### config.mk
export PLATFORM = sky130hd
export DESIGN_NAME = kgp_io_port
export DESIGN_NICKNAME = d
export VERILOG_FILES = /design/src/rtl/kgp_io_port.sv
export SDC_FILE = /design/constraint.sdc
export NUM_CORES = 1
export LEC_CHECK = 0
export CORE_MARGIN = 2
export CORE_UTILIZATION = 42
export CTS_BUF_LIST = sky130_fd_sc_hd__clkbuf_2
export DETAILED_ROUTE_END_ITERATION = 10
export PLACE_DENSITY = 0.86
export SETUP_SLACK_MARGIN = 0.2
export SLEW_MARGIN = 5
export SYNTH_ARGS = -nofsm -noshare
export SYNTH_HDL_FRONTEND = slang
export SYNTH_SLANG_ARGS = --single-unit
### constraint.sdc
create_clock -name clk -period 2.1 [get_ports clk]
set_clock_uncertainty 0.2 [all_clocks]
set_input_delay 0.315 -clock clk [delete_from_list [all_inputs] [get_ports clk]]
set_output_delay 0.315 -clock clk [all_outputs]
set_load 0.03 [all_outputs]
### src/rtl/kgp_io_port.sv
// kgp_io_port -- push-button / switch-bank input port and display output port.
//
// A debounced press of `button` captures the 5-bit switch bank `array` into a
// hold register and marks it pending. The processor's input instruction
// raises `rd_req` and stalls until the port answers with a one-cycle
// `rd_valid` strobe.
//
// A press that lands while an earlier value is still unread overwrites that
// value and sets the overrun flag. The flag is reported in rd_data[31].
//
// Build option:
//   KGP_IO_DEBOUNCE_EN  defined   -> four-state debounce FSM with a 16-bit
//                                    stability counter. The press event fires
//                                    2 + DEBOUNCE_CYCLES cycles after a clean
//                                    rise.
//                       undefined -> no FSM. The press event is the rising
//                                    edge of the synchronized button, 3 cycles
//                                    after the rise. DEBOUNCE_CYCLES is
//                                    ignored.
//
// Handshake: rd_req is a level. A press value is consumed at the first rising
// edge where rd_req=1 and pending=1. rd_valid is high for exactly the next
// cycle, and rd_data is valid only while rd_valid=1 (zero otherwise).
//
// Ports:
//   clk      in   clock, rising edge
//   rst      in   asynchronous active-high reset
//   button   in   raw push-button, high = pressed
//   array    in   raw 5-bit switch bank
//   rd_req   in   processor read request (level)
//   rd_valid out  one-cycle read strobe
//   rd_data  out  {overrun, 26'b0, hold} while rd_valid, else 0
//   wr_en    in   processor write strobe
//   wr_data  in   processor write value, low OUT_W bits used
//   out      out  registered display value
module kgp_io_port #(
    parameter int unsigned DEBOUNCE_CYCLES = 4,
    parameter int unsigned OUT_W           = 13
) (
    input  logic             clk,
    input  logic             rst,
    input  logic             button,
    input  logic [4:0]       array,
    input  logic             rd_req,
    output logic             rd_valid,
    output logic [31:0]      rd_data,
    input  logic             wr_en,
    input  logic [31:0]      wr_data,
    output logic [OUT_W-1:0] out
);

    // Two-flop synchronizers for the asynchronous inputs.
    logic       btn_m, btn_s;
    logic [4:0] arr_m, arr_s;

    always_ff @(posedge clk or posedge rst) begin
        if (rst) begin
            btn_m <= 1'b0;
            btn_s <= 1'b0;
            arr_m <= 5'd0;
            arr_s <= 5'd0;
        end else begin
            btn_m <= button;
            btn_s <= btn_m;
            arr_m <= array;
            arr_s <= arr_m;
        end
    end

    logic press_evt;
    logic unused_ok;

`ifdef KGP_IO_DEBOUNCE_EN
    typedef enum logic [1:0] {
        IDLE      = 2'd0,
        PRESS_CHK = 2'd1,
        HELD      = 2'd2,
        REL_CHK   = 2'd3
    } state_t;

    localparam logic [15:0] DB_LIMIT = 16'(DEBOUNCE_CYCLES);

    state_t      state;
    logic [15:0] cnt;

    always_ff @(posedge clk or posedge rst) begin
        if (rst) begin
            state <= IDLE;
            cnt   <= 16'd0;
        end else begin
            case (state)
                IDLE: begin
                    if (btn_s) begin
                        state <= PRESS_CHK;
                        cnt   <= 16'd1;
                    end
                end
                PRESS_CHK: begin
                    if (!btn_s) begin
                        state <= IDLE;
                    end else if (cnt == DB_LIMIT) begin
                        state <= HELD;
                    end else begin
                        cnt <= cnt + 16'd1;
                    end
                end
                HELD: begin
                    if (!btn_s) begin
                        state <= REL_CHK;
                        cnt   <= 16'd1;
                    end
                end
                REL_CHK: begin
                    if (btn_s) begin
                        state <= HELD;
                    end else if (cnt == DB_LIMIT) begin
                        state <= IDLE;
                    end else begin
                        cnt <= cnt + 16'd1;
                    end
                end
                default: begin
                    state <= IDLE;
                    cnt   <= 16'd0;
                end
            endcase
        end
    end

    // The press event is the PRESS_CHK -> HELD transition itself. It is
    // decoded from the registered state so that the hold register latches
    // arr_s on the same edge that the FSM enters HELD.
    assign press_evt = (state == PRESS_CHK) && btn_s && (cnt == DB_LIMIT);

    assign unused_ok = &{1'b0, wr_data[31:OUT_W]};
`else
    // Without debounce, the press event is a registered rising edge of
    // btn_s. This gives a 3-cycle latency from the raw rise to the capture.
    logic btn_d;
    logic evt_r;

    always_ff @(posedge clk or posedge rst) begin
        if (rst) begin
            btn_d <= 1'b0;
            evt_r <= 1'b0;
        end else begin
            btn_d <= btn_s;
            evt_r <= btn_s & ~btn_d;
        end
    end

    assign press_evt = evt_r;

    assign unused_ok = &{1'b0, wr_data[31:OUT_W], (DEBOUNCE_CYCLES == 0)};
`endif

    // Capture and read handshake.
    logic [4:0] hold;
    logic       pending;
    logic       overrun;
    logic       consume;

    assign consume = rd_req & pending;

    always_ff @(posedge clk or posedge rst) begin
        if (rst) begin
            hold     <= 5'd0;
            pending  <= 1'b0;
            overrun  <= 1'b0;
            rd_valid <= 1'b0;
            rd_data  <= 32'd0;
        end else begin
            rd_valid <= consume;
            // The right-hand side reads the old hold and overrun values, so a
            // consume that coincides with a press delivers the earlier capture.
            rd_data  <= consume ? {overrun, 26'd0, hold} : 32'd0;

            if (press_evt) begin
                hold <= arr_s;
            end

            // A coincident press keeps pending set, now holding the new value.
            if (press_evt) begin
                pending <= 1'b1;
            end else if (consume) begin
                pending <= 1'b0;
            end

            // Overrun means that a value was lost. A coincident consume saves
            // the old value, so it clears the flag rather than setting it.
            if (consume) begin
                overrun <= 1'b0;
            end else if (press_evt && pending) begin
                overrun <= 1'b1;
            end
        end
    end

    // Display output register, independent of the read path.
    always_ff @(posedge clk or posedge rst) begin
        if (rst) begin
            out <= '0;
        end else if (wr_en) begin
            out <= wr_data[OUT_W-1:0];
        end
    end

endmodule

==> flow_summary.json, run 1 <==
{
  "max-cap-violations": 0,
  "grt_pass1_vias": 819,
  "drt_iter0_drc": 28,
  "yosysTopAreaCell": "dfrtp_1",
  "gp_congestion": 0.791,
  "synth_cells": 101,
  "cp_slowest_cell": "dlygate4sd2_1",
  "syn_avg_cell_area_um2": 15.4,
  "cts_buffers": 5,
  "synthTopCellsByArea": "dfrtp_1 (66%), buf_4 (13%), mux2_4 (9.7%), mux2_2 (5.8%), and3_1 (2.4%)",
  "p_int_mw": 1.05,
  "rr_endpoint": "hold[1]",
  "drc_errors": 0,
  "outcome": "finished, final reports clean",
  "ioPinCount": 88,
  "synth_top_area_share_pct": 66.0,
  "critPathKind": "flip-flop to output port",
  "place.detailed.hpwl_um": 1690,
  "rsz0062_at_grt": "no",
  "antenna_left": 0,
  "power.switching_uw": 424,
  "die_w_um": 64.9,
  "ys_ff_latch": 41,
  "grt_pass1_wl_um": 3790,
  "slowest_delay_ps": 410,
  "wl_um": 2200,
  "setup_viol": 0,
  "core_um2": 3610,
  "hp-class": "primary input to asynchronous set/reset pin",
  "path_buf_inv": 1,
  "antenna_found_initial": 0,
  "worst_ir_drop_vdd_uv": 324,
  "power_density_nw_per_um2": 754,
  "swShare_pct": 28.8,
  "min_period_ps": 1670,
  "ys_seq_area_share_pct": 66.0,
  "worstSetupPathDepth": 1,
  "clock-sinks": 41,
  "antenna_cells": 0,
  "r2r_cells": 1,
  "synthesis.area_um2": 1560,
  "die_h_um": 64.9,
  "hold_buffers": 0,
  "grt_max_degree": 32,
  "cts_root_buf": "clkbuf_2",
  "period_share_pct": 79.7,
  "hold_viol": 0,
  "start_kind": "flip-flop",
  "crit_chain": "dlygate4sd2_1",
  "htreeDepth": 2,
  "nNetsFinal": 191,
  "worst_setup_path_end_kind": "output port",
  "io_buffers": 42,
  "grt_overflow": 0,
  "arrival_ps": 1160,
  "grt.total_usage_pct": 12.0,
  "maxClockFrequency_mhz": 598,
  "tns_ps": 0,
  "clkLatencyLatePin_ps": 350,
  "drt_pass1_iterations": 4,
  "p_clk_share_pct": 18.7,
  "fin_area_um2": 1950,
  "syn_to_final_growth_pct": 25.4,
  "ys_types": 14,
  "die_area_um2": 4210,
  "r2r_slack_ps": 900,
  "vias_per_cell": 4.09,
  "start_util_pct": 43.1,
  "vias": 802,
  "clk_path_buf_depth": 2,
  "critPathRequiredTime_ps": 1580,
  "finalMaxSlewViolations": 0,
  "combPwrFrac_pct": 21.1,
  "drive_above_1_share_pct": 17.6,
  "r2r-start": "evt_r",
  "clk_pin_slew_ps": 170,
  "leakage_nw": 1.00,
  "placed_area_um2": 1950,
  "cts_tree": "yes",
  "avgRoutedWirePerCell_um": 11.2,
  "synth_warnings": 0,
  "crit_family": "buffers and inverters",
  "cp_max_fo": 2,
  "p_seq_share_pct": 60.2,
  "rows": 22
}
[cell usage in the layout (no fill, tap or decap), drive strengths merged]
cell type / synthesis / layout
dfrtp: 41 / 41
conb: 1 / 26
clkdlybuf4s50: 0 / 22
dlygate4sd2: 0 / 20
mux2: 18 / 18
and3: 6 / 6
clkbuf: 0 / 5
inv: 2 / 2
buf: 28 / 2
and2: 1 / 1
nor2b: 1 / 1
a21oi: 1 / 1
nor2: 1 / 1
a21o: 1 / 1
clkinv: 0 / 1
[power by group through the flow]
| stage | combinational (mW) | sequential, mW | clock, mW |
|---|---|---|---|
| after floorplan | 0.179 | 0.962 | 0 |
| after global placement | 0.329 | 0.899 | 0 |
| after detailed placement | 0.336 | 0.904 | 0 |
| after CTS | 0.313 | 0.887 | 0.294 |
| after global routing | 0.329 | 0.896 | 0.327 |
| final | 0.309 | 0.885 | 0.275 |
[cell usage after synthesis]
cell	n
buf_2	1
a21o_1	1
buf_6	1
and3_1	6
a21oi_1	1
buf_4	26
mux2_2	8
inv_1	2
nor2_1	1
and2_1	1
dfrtp_1	41
nor2b_1	1
mux2_4	10
conb_1	1
[how the worst max path moves through the flow]
stage | to | start
5_1_grt | out[0] | out[0]
3_5_place_dp | out[4] | wr_en
2_1_floorplan | arr_m[0] | rst
3_3_place_gp | out[3] | wr_en
4_1_cts | out[0] | out[0]
6_report | out[0] | out[0]
[routing by layer]
metal  vias up  track usage, %  wire length [um]
li1        370               -                 -
met3         2            2.78               105
met2        26            20.2              1240
met4         0            6.38                22
met5         -               0                 0
met1       404            14.1               831
[repair_timing]
item	in CTS	in global routing
gates resized for setup	20	0
setup buffers	0	0
endpoints found under the hold margin	0	0
endpoints found under the setup margin	20	0
[registers in the layout, summed over array words and instances (netlist names)]
name,flops
rd_valid,1
btn_s,1
arr_s,5
arr_m,5
btn_d,1
evt_r,1
out,13
overrun,1
pending,1
rd_data,6
hold,5
btn_m,1
[cell type report]
type | instances | area, um^2
fillers | 300 | 1660
well taps | 48 | 60.1
inverters | 2 | 7.51
clock buffers | 5 | 25.0
flip-flops and latches | 41 | 1030
clock inverters | 1 | 5.00
multi-input cells | 55 | 404
repair buffers | 44 | 423
[metrics by stage]
| stage | power (mW) | setup slack (ps) | hold slack (ps) | instances | utilization (%) |
|---|---|---|---|---|---|
| floorplan | 1.14 | 639 | 131 | 126 | - |
| detailed placement | 1.24 | 399 | 135 | 190 | 54.0 |
| global placement | 1.23 | 427 | 132 | 190 | 54.0 |
| CTS | 1.49 | 385 | 22.8 | 196 | 54.1 |
| finish | 1.47 | 427 | 35.3 | 196 | 54.1 |
| global route | 1.55 | 354 | 43.8 | 196 | 54.1 |
[kinds of logic after synthesis]
kind of cell           count (synthesis)  synth area share [%]
AND/OR/NAND/NOR                        9                  3.46
AO/OA/AOI/OAI                          2                 0.804
other                                  1                 0.241
flip-flops                            41                  66.0
multiplexers                          18                  15.4
buffers and inverters                 30                  14.1
Note: power is estimated with default switching activity, not from simulation.
==> inputs of run 2 (changes only) <==
--- a/config.mk
+++ b/config.mk
@@ -6,10 +6,10 @@
 export NUM_CORES = 1
 export LEC_CHECK = 0
 export CORE_MARGIN = 2
-export CORE_UTILIZATION = 42
+export CORE_UTILIZATION = 39
 export CTS_BUF_LIST = sky130_fd_sc_hd__clkbuf_2
 export DETAILED_ROUTE_END_ITERATION = 10
-export PLACE_DENSITY = 0.86
+export PLACE_DENSITY = 0.81
 export SETUP_SLACK_MARGIN = 0.2
 export SLEW_MARGIN = 5
 export SYNTH_ARGS = -nofsm -noshare
==> constraint.sdc (replaced) <==
create_clock -name clk -period 1.7 [get_ports clk]
set_clock_uncertainty 0.2 [all_clocks]
set_input_delay 0.255 -clock clk [delete_from_list [all_inputs] [get_ports clk]]
set_output_delay 0.255 -clock clk [all_outputs]
set_load 0.03 [all_outputs]
==> run 2 against run 1 <==
Against the previous run: critical path depth stayed put; design area is 6.6% higher; setup slack worse by 160 ps; first-iteration DRC count is 18% lower; critical path type unchanged; register-to-register slack worse by 390 ps; critical endpoint is now out[3]; combinational power is 43% higher; total power is 43% higher; largest cell class unchanged; die area is 7.2% higher; sequential share of layout area is 3.3 points lower; routed wire length is 17% higher.
==> flow_summary.json, run 2 (synthesis results as in run 1) <==
{
  "outcome": "finished, final reports clean",
  "syn_to_final_growth_pct": 33.7,
  "cp_slowest_cell": "dfrtp_1",
  "regMostFlops": "out",
  "hp-class": "primary input to flip-flop",
  "min_period_ps": 1430,
  "cts_tree": "yes",
  "path_buf_inv": 1,
  "drt_iter0_drc": 23,
  "layout_commonest_cell": "dfrtp_1",
  "crit_chain": "buf_6",
  "vias_per_cell": 4.06,
  "drive_above_1_share_pct": 35.2,
  "grt_pass1_wl_um": 3850,
  "avgRoutedWirePerCell_um": 12.2,
  "hold_viol": 0,
  "cts_root_buf": "clkbuf_2",
  "maxClockFrequency_mhz": 699,
  "die_h_um": 67.2,
  "power_density_nw_per_um2": 1010,
  "critPathRequiredTime_ps": 1240,
  "finalMaxSlewViolations": 0,
  "io_buffers": 42,
  "crit_family": "flip-flops",
  "clk_pin_slew_ps": 210,
  "fin_ws_ps": 270,
  "start_kind": "flip-flop",
  "largest_reg_flops": 13,
  "place.detailed.hpwl_um": 1770,
  "vias": 852,
  "nNetsFinal": 203,
  "final_cell_mix": "dfrtp_1 (41), conb_1 (26), clkdlybuf4s50_1 (22)",
  "antenna_cells": 0,
  "htreeDepth": 2,
  "ioPinCount": 88,
  "leakage_nw": 1.06,
  "core_um2": 3740,
  "drc_errors": 0,
  "tns_ps": 0,
  "max-cap-violations": 0,
  "die_w_um": 67.2,
  "fin_area_um2": 2080,
  "worst_ir_drop_vdd_uv": 523,
  "clock-sinks": 41,
  "rsz0062_at_grt": "yes",
  "period_share_pct": 84.1,
  "hold_slack_ps": 72.3,
  "antenna_left": 0,
  "worst_setup_path_end_kind": "output port",
  "top_regs": "out x13, rd_data x6",
  "pre_cts_slack_ps": 88.9,
  "placed_area_um2": 1950,
  "clkLatencyLatePin_ps": 390,
  "grt_max_degree": 34,
  "grt.total_usage_pct": 12.3,
  "grt_pass1_vias": 826,
  "cp_max_fo": 2,
  "gp_congestion": 0.625,
  "clk_path_buf_depth": 2,
  "arrival_ps": 980,
  "wl_um": 2560,
  "drt_pass1_iterations": 3,
  "slowest_delay_ps": 440,
  "setup_viol": 0,
  "grt_overflow": 0,
  "fin_total_pwr_mw": 2.10,
  "cts_buffers": 5,
  "die_area_um2": 4510,
  "critPathKind": "flip-flop to output port",
  "antenna_found_initial": 0,
  "rows": 22,
  "start_util_pct": 41.5
}
run 2: metal layers:
metal	share of wire, %	wire [um]	global-route usage, %
met1	39	1010	13.5
met2	50	1280	20.0
met5	0	0	0
met4	1.3	34	4.59
met3	9.2	237	6.50
run 2: worst paths after layout:
kind	start	slack, ps	depth (start not counted)	end
setup reg to reg	evt_r	510	1	hold[4]
hold reg to reg	arr_m[4]	180	0	arr_s[4]
min in group asynchronous	rst	480	4	out[2]
max in group asynchronous	rst	390	4	rd_data[31]
hold / removal	array[0]	70	1	arr_m[0]
setup / recovery	out[3]	270	1	out[3]
run 2: per-stage QoR:
stage / cells / utilization [%]
global placement: 192 / 52.0
floorplan: 126 / -
CTS: 201 / 51.4
finish: 210 / 55.5
global route: 210 / 55.5
detailed placement: 192 / 52.0
run 2: final cells by class:
cell class	instances	area (um^2)
Clock inverter	3	41.3
Tap cell	48	60.1
Inverter	2	7.51
Timing Repair Buffer	56	515
Sequential cell	41	1030
Multi-Input combinational cell	55	404
Fill cell	317	1660
Clock buffer	5	25.0
run 2: power breakdown:
group | switching [mW] | leakage (nW) | internal (mW)
clock network | 0.311 | 0.0366 | 0.243
logic | 0.238 | 0.525 | 0.205
registers | 0.0452 | 0.495 | 1.06
run 2: what timing repair did:
action                     in CTS  in global routing
hold buffers                    1                  1
setup buffers                   0                  8
hold endpoints to repair        8                  1
resized for setup             100                 44
setup endpoints to repair      20                 16
